$ cat config.mk
export PLATFORM = sky130hd
export DESIGN_NAME = ssram_arbiter
export DESIGN_NICKNAME = d
export VERILOG_FILES = /design/src/rtl/ssram_arbiter.sv
export SDC_FILE = /design/constraint.sdc
export NUM_CORES = 1
export LEC_CHECK = 0
export ABC_CLOCK_PERIOD_IN_PS = 2500
export BUFFER_PORTS_ARGS = -buffer_cell sky130_fd_sc_hd__buf_4
export CORE_MARGIN = 4
export CORE_UTILIZATION = 45
export CTS_CLUSTER_SIZE = 8
export DETAILED_ROUTE_END_ITERATION = 10
export GPL_TIMING_DRIVEN = 1
export PLACE_DENSITY = 0.83
export RECOVER_POWER = 50
export SYNTH_ARGS = -nofsm -noshare
export SYNTH_HDL_FRONTEND = slang
export SYNTH_SLANG_ARGS = --single-unit
$ cat constraint.sdc
create_clock -name clock -period 2.5 [get_ports clock]
set_input_delay 0.375 -clock clock [delete_from_list [all_inputs] [get_ports clock]]
set_output_delay 0.375 -clock clock [all_outputs]
set_load 0.005 [all_outputs]
$ cat src/rtl/ssram_arbiter.sv
// ssram_arbiter: framebuffer-priority, starvation-bounded arbiter with a registered request stage to ssram_ctrl
module ssram_arbiter #(
  parameter logic [1:0] ID_FB        = 2'd3,
  parameter int         STARVE_LIMIT = 8
) (
  input  logic        clock,
  input  logic        reset_n,
  input  logic [29:0] fb_address,
  input  logic        fb_read,
  output logic        fb_waitrequest,
  input  logic [1:0]  cpu_id,
  input  logic [29:0] cpu_address,
  input  logic        cpu_read,
  input  logic        cpu_write,
  input  logic [31:0] cpu_writedata,
  input  logic [3:0]  cpu_writedatamask,
  output logic        cpu_waitrequest,
  input  logic        mem_waitrequest,
  output logic [1:0]  mem_id,
  output logic [29:0] mem_address,
  output logic        mem_read,
  output logic        mem_write,
  output logic [31:0] mem_writedata,
  output logic [3:0]  mem_writedatamask
);
  localparam logic [7:0] LIMIT = 8'(STARVE_LIMIT);
  logic [7:0] starve_cnt;
  logic       can_load, cpu_req, grant_cpu, grant_fb;
  always_comb begin
    can_load        = !(mem_read | mem_write) | !mem_waitrequest;
    cpu_req         = cpu_read | cpu_write;
    grant_cpu       = cpu_req & (!fb_read | starve_cnt == LIMIT);
    grant_fb        = fb_read & !grant_cpu;
    fb_waitrequest  = !(reset_n & grant_fb & can_load);
    cpu_waitrequest = !(reset_n & grant_cpu & can_load);
  end
  always_ff @(posedge clock or negedge reset_n)
    if (!reset_n) begin
      mem_id            <= '0;
      mem_address       <= '0;
      mem_read          <= 1'b0;
      mem_write         <= 1'b0;
      mem_writedata     <= '0;
      mem_writedatamask <= '0;
      starve_cnt        <= '0;
    end else if (can_load) begin
      if (grant_cpu) begin
        mem_id            <= cpu_id;
        mem_address       <= cpu_address;
        mem_read          <= cpu_read & !cpu_write;
        mem_write         <= cpu_write;
        mem_writedata     <= cpu_writedata;
        mem_writedatamask <= cpu_writedatamask;
        starve_cnt        <= '0;
      end else if (grant_fb) begin
        mem_id      <= ID_FB;
        mem_address <= fb_address;
        mem_read    <= 1'b1;
        mem_write   <= 1'b0;
        starve_cnt  <= cpu_req && starve_cnt != LIMIT ? starve_cnt + 8'd1 : starve_cnt;
      end else begin
        mem_read  <= 1'b0;
        mem_write <= 1'b0;
      end
    end
endmodule

==> impl_metrics.tcl, run 1 <==
set metrics [dict create \
    total_power_w 0.00437 \
    netlist.area_leader.share_pct 57.3 \
    yosysTopAreaCell "dfrtp_1" \
    track_usage_pct 21.0 \
    rows 31 \
    synth_edf_count 0 \
    fin_crit_ns 2.32 \
    ys.flop_type "dfrtp_1" \
    die_w_um 95.0 \
    rsz0062_at_grt "no" \
    path_class "flop to output port" \
    cp_slowest_stage_delay_ns 0.42 \
    drt_first_pass_iters 4 \
    synth.distinct_cells 34 \
    slew_violations 0 \
    start_util_pct 46.7 \
    design_area_sq_um 5000 \
    clk_pin_slew_worst_paths_ns 0.09 \
    drc 0 \
    die_h_um 95.0 \
    grt.overflow.total 0 \
    crit_path_max_fanout 11 \
    yosysSeqAreaShare_pct 57.3 \
    gp_congestion 0.835 \
    powerDensity_nw_per_um2 873 \
    seqCellArea_sq_um 1950 \
    ctsLongestPathBuffers 2 \
    tritoncts "yes" \
    synth_fp_nets 420 \
    via_per_inst 5.05 \
    min_path_type "input port to flop" \
    cts-root-buf "clkbuf_8" \
    antenna_found_initial 0 \
    yosysWarnings 0 \
    max_freq_ghz 0.430 \
    setup_slack_ns 0.176 \
    cts-buffers-inserted 9 \
    arrival_ns 1.95 \
    die_area_sq_um 9030 \
    wl_mm 9.47 \
    tns_ns 0 \
    layout_common_cells "buf_4, dfrtp_1, nand2_1, clkbuf_4, nor2_1" \
    asyncSetResetFlopFracSynth_pct 100 \
    core-area_sq_um 7290 \
    place_ws_ns 0.270 \
    synth_area_leaders "dfrtp_1, mux2_2, nand2_1" \
    wire_per_inst_um 15.9 \
    io-pin-count 176 \
    cts.sinks 78 \
    grt_pass1_wl_mm 14.4 \
    syn-cell-area_sq_um 3410 \
    drv_cap 0 \
    power_frac_seq_pct 42.8 \
    worstPathCellList "nor4b_4, a31o_4, and2_4, nand2_1, buf_4" \
    power_frac_comb_pct 33.7 \
    syn_area_per_cell_sq_um 10.9 \
    startpoint_type "flop" \
    p_leak_nw 2.37 \
    crit_path_end_kind "output port" \
    nNetsFinal 597 \
    synth_adder_area_share_pct 0.734 \
    status "completed" \
    clk_latency_ns 0.33 \
    p_sw_w 0.00135 \
    layout_commonest_cell "buf_4" \
    grt_pass1_vias 2938 \
    period_share_pct 92.9 \
    area_growth_pct 46.8 \
    filler_cell_count 568 \
    synth-compound-area-share_pct 9.14 \
    synth_xor_area_share_pct 0.514 \
    final_antenna_net_count 0 \
    numPortBuffers 175 \
    syn_inst 314 \
    multiInputGateArea_sq_um 1370 \
    crit_required_ns 2.12 \
    synth_top_family_by_area "simple AND/OR/NAND/NOR gates" \
    setup_violations 0 \
    drive_gt1_share_pct 45.8 \
    vdd_drop_max_mv 0.335 \
    vias 3007 \
    clkPwrFrac_pct 23.6 \
    yosys.area_share.simple_pct 15.7 \
    post_dp_cell_area_sq_um 4810 \
    skew_ns 0.00972 \
    tightest_slew_ns 0.862 \
    grt_max_degree 65 \
    hold_viol 0 \
    ys_ff_latch 78 \
    hpwl_mm 7.18 \
    cts_max_level 3 \
    max-slew-margin-rel_pct 42.6 \
    synthMuxAreaShare_pct 13.0 \
    whs_ns 0.266 \
    internal_power_w 0.00302 \
    diodes 0 \
    drt_iter0_drc 119 \
    sw_frac_of_total_pct 30.9 \
    cpMaxStageDelayCell "dfrtp_1" \
]
-- routing by layer --
metal	up-vias	track usage (%)	wire length, um
li1	1438	-	-
met4	0	7.93	94
met5	-	0	0
met2	144	36.1	4710
met1	1417	24.9	3760
met3	8	6.31	907
-- layout make-up --
type                       count  share of cell area [%]
tap                           99                    2.48
sequential                    78                    39.0
clock buffer                   9                    2.48
timing repair buffer         182                    26.5
inverter                       3                   0.225
clock inverter                 7                    1.95
multi-input combinational    217                    27.3
-- metrics by stage --
stage	std cells	utilization, %
3_3_place_gp	577	65.9
4_1_cts	595	69.2
2_1_floorplan	314	-
5_1_grt	595	68.6
6_report	595	68.6
3_5_place_dp	577	65.9
-- registers in the layout (all words and copies together), names as in the netlist --
name	cells
mem_writedata	32
mem_address	30
starve_cnt	8
mem_writedatamask	4
mem_id	2
mem_read	1
mem_write	1
-- Yosys cell counts, types with 2 or more instances --
master / n
a21oi_1: 3
a22o_1: 2
a31oi_1: 30
buf_12: 2
buf_4: 2
clkbuf_1: 12
dfrtp_1: 78
ha_1: 2
inv_1: 3
mux2_2: 30
mux2_4: 7
nand2_1: 69
nand3_1: 4
nand4_1: 2
nor2_1: 43
nor4_1: 3
o21ai_0: 4
xnor2_1: 2
-- power groups by stage --
stage          Sequential, W  Clock [W]  Combinational [W]
2_1_floorplan        0.00188          0           0.000675
3_3_place_gp         0.00187          0            0.00151
3_5_place_dp         0.00190          0            0.00156
4_1_cts              0.00188    0.00106            0.00157
5_1_grt              0.00192    0.00111            0.00162
6_report             0.00187    0.00103            0.00147
-- worst paths after layout --
path,start,end,slack [ns],cells after the start
min,cpu_writedata[7],mem_writedata[7],0.27,2
max reg2reg,starve_cnt[7],mem_writedata[5],0.51,5
min reg2reg,mem_writedata[27],mem_writedata[27],0.51,1
max in group asynchronous,reset_n,mem_writedata[26],0.62,3
min in group asynchronous,reset_n,mem_writedata[21],0.68,2
max,starve_cnt[7],cpu_waitrequest,0.18,5
-- repair_timing --
action	in CTS	in global routing
hold endpoints to repair	32	0
resized for setup	0	2
gates cloned	1	0
setup endpoints to repair	1	1
pin swaps	1	0
hold buffers	1	0
setup buffers	0	0
-- cell families (layout without fill, tap and decap cells) --
group,after synthesis,after routing
mux,37,37
flops,78,78
simple gates,128,129
fa+ha+maj,2,2
xor+xnor,2,2
buf+inv,20,201
compound gates,47,47
-- worst max-delay path: cells and delay by family (launching register included) --
family                 cells  cell delay [ns]
AND/OR/NAND/NOR            3             0.73
flip-flops                 1             0.42
AO/OA/AOI/OAI              1             0.28
buffers and inverters      1             0.18
Power figures use the tool's default switching activity.
==> inputs of run 2 (changes only) <==
--- a/config.mk
+++ b/config.mk
@@ -5,14 +5,16 @@
 export SDC_FILE = /design/constraint.sdc
 export NUM_CORES = 1
 export LEC_CHECK = 0
+export ABC_AREA = 1
 export ABC_CLOCK_PERIOD_IN_PS = 2500
 export BUFFER_PORTS_ARGS = -buffer_cell sky130_fd_sc_hd__buf_4
 export CORE_MARGIN = 4
 export CORE_UTILIZATION = 45
+export CTS_CLUSTER_DIAMETER = 30
 export CTS_CLUSTER_SIZE = 8
 export DETAILED_ROUTE_END_ITERATION = 10
 export GPL_TIMING_DRIVEN = 1
-export PLACE_DENSITY = 0.83
+export PLACE_DENSITY = 0.85
 export RECOVER_POWER = 50
 export SYNTH_ARGS = -nofsm -noshare
 export SYNTH_HDL_FRONTEND = slang
==> impl_metrics.tcl, run 2 <==
set metrics [dict create \
    gp_congestion 0.870 \
    wl_mm 10.7 \
    layout_commonest_cell "nand2_1" \
    ys_ff_latch 78 \
    tritoncts "yes" \
    utilization_pct 66.9 \
    antenna_found_initial 0 \
    nNetsFinal 781 \
    cts-buffers-inserted 9 \
    hold_viol 0 \
    period_share_pct 91.7 \
    area_growth_pct 41.2 \
    largest-register "mem_writedata" \
    layout_common_cells "nand2_1, buf_4, dfrtp_1, inv_1, nand3_1" \
    drt_first_pass_iters 4 \
    grt_pass1_wl_mm 18.0 \
    place_ws_ns 0.475 \
    drive_gt1_share_pct 27.8 \
    fin_crit_ns 2.29 \
    rsz0062_at_grt "no" \
    arrival_ns 1.92 \
    diodes 0 \
    filler_cell_count 674 \
    cts_max_level 3 \
    asyncSetResetFlopFracSynth_pct 100 \
    synth.distinct_cells 21 \
    yosysWarnings 0 \
    ctsLongestPathBuffers 2 \
    numPortBuffers 175 \
    crit_path_end_kind "output port" \
    powerDensity_nw_per_um2 682 \
    reg_top3 "mem_writedata (32), mem_address (30), starve_cnt (8)" \
    drt_iter0_drc 236 \
    status "completed" \
    io-pin-count 176 \
    crit_required_ns 2.12 \
    clk_pin_slew_worst_paths_ns 0.09 \
    grt.overflow.total 0 \
    vdd_drop_max_mv 0.405 \
    multiInputGateArea_sq_um 1390 \
    die_w_um 99.1 \
    syn-cell-area_sq_um 3740 \
    via_per_inst 4.79 \
    synth_most_common_cell "nand2_1" \
    setup_violations 0 \
    seqCellArea_sq_um 1950 \
    drv_cap 0 \
    largest_register_ffs 32 \
    clk_latency_ns 0.35 \
    netlist.area_leader.share_pct 52.2 \
    cts.sinks 78 \
    synth_fp_nets 610 \
    die_area_sq_um 9820 \
    post_cts_buffers 0 \
    crit_path_max_fanout 15 \
    grt_max_degree 47 \
    cts-root-buf "clkbuf_8" \
    path_class "flop to output port" \
    slew_violations 0 \
    wire_per_inst_um 13.6 \
    rows 32 \
    max_freq_ghz 0.436 \
    tightest_slew_ns 0.970 \
    skew_ns 0.0124 \
    synth_area_leaders "dfrtp_1, nand2_1, nand3_1" \
    final_antenna_net_count 0 \
    tns_ns 0 \
    grt_pass1_vias 3770 \
    syn_area_per_cell_sq_um 7.41 \
    ys.flop_type "dfrtp_1" \
    setup_slack_ns 0.207 \
    min_path_type "input port to flop" \
    core-area_sq_um 7890 \
    vias 3746 \
    syn_inst 504 \
    startpoint_type "flop" \
    synth_common_cells "nand2_1, dfrtp_1, inv_1" \
    p_leak_nw 3.08 \
    yosysSeqAreaShare_pct 52.2 \
    yosysTopAreaCell "dfrtp_1" \
    total_power_w 0.00360 \
    die_h_um 99.1 \
    track_usage_pct 22.2 \
    start_util_pct 47.4 \
    max-slew-margin-rel_pct 35.3 \
    hpwl_mm 7.87 \
    drc 0 \
    synth_edf_count 0 \
]
-- run 2: repair_timing --
item / in CTS / in global routing
setup endpoints to repair: 0 / 2
endpoints found under the hold margin: 32 / 0
hold buffers: 1 / 0
resized for setup: 0 / 2
-- run 2: cell families (layout without fill, tap and decap cells) --
group / after synthesis / count (layout) / share of synthesized area (%)
simple gates: 307 / 307 / 33.6
fa+ha+maj: 2 / 2 / 0.670
xor+xnor: 2 / 2 / 0.469
flops: 78 / 78 / 52.2
buf+inv: 102 / 278 / 11.0
compound gates: 13 / 13 / 1.98
-- run 2: final cells by class --
| type | instances | share of cell area (%) |
|---|---|---|
| Multi-Input combinational cell | 324 | 26.3 |
| Tap cell | 102 | 2.42 |
| Timing Repair Buffer | 183 | 24.9 |
| Inverter | 79 | 5.62 |
| Clock inverter | 7 | 1.42 |
| Sequential cell | 78 | 37.0 |
| Clock buffer | 9 | 2.35 |
-- run 2: layer usage --
metal  GRT usage [%]  share of wire, %  vias up
met1            28.7                43     1690
met5               0                 0        -
li1                -                 -     1860
met2            35.6                45      184
met4            5.88               1.4        0
met3            7.92                11       12
-- run 2: power by group --
part           internal [W]  switching, W  total (W)
Sequential          0.00151      0.000155    0.00167
Clock              0.000462      0.000475   0.000937
Combinational      0.000489      0.000505   0.000994
Total               0.00246       0.00113    0.00360
-- run 2: stage by stage --
step | instances | cell area (sq um) | hold WS, ns
final | 782 | 5280 | 0.218
after global routing | 782 | 5280 | 0.201
after CTS | 782 | 5330 | 0.204
after detailed placement | 765 | 5120 | 0.350
after global placement | 765 | 5120 | 0.348
after floorplan | 504 | 3740 | 0.0794
-- run 2: worst max-delay path: stages (launching register included) --
cell and delay [ns]:
dfrtp_1 0.40, inv_1 0.10, ha_1 0.15, nand3_1 0.12, o21ai_4 0.30, nand2_2 0.25, nand4_1 0.14, buf_4 0.13
-- run 2: path summary, 6_finish.rpt --
path	from	to	slack, ns	cells after the start
max reg2reg	starve_cnt[0]	mem_address[22]	0.58	9
max	starve_cnt[0]	fb_waitrequest	0.21	7
min in group asynchronous	reset_n	mem_writedata[2]	0.57	2
max in group asynchronous	reset_n	mem_address[24]	0.97	3
min	cpu_writedata[10]	mem_writedata[10]	0.22	3
min reg2reg	mem_address[2]	mem_address[2]	0.48	2
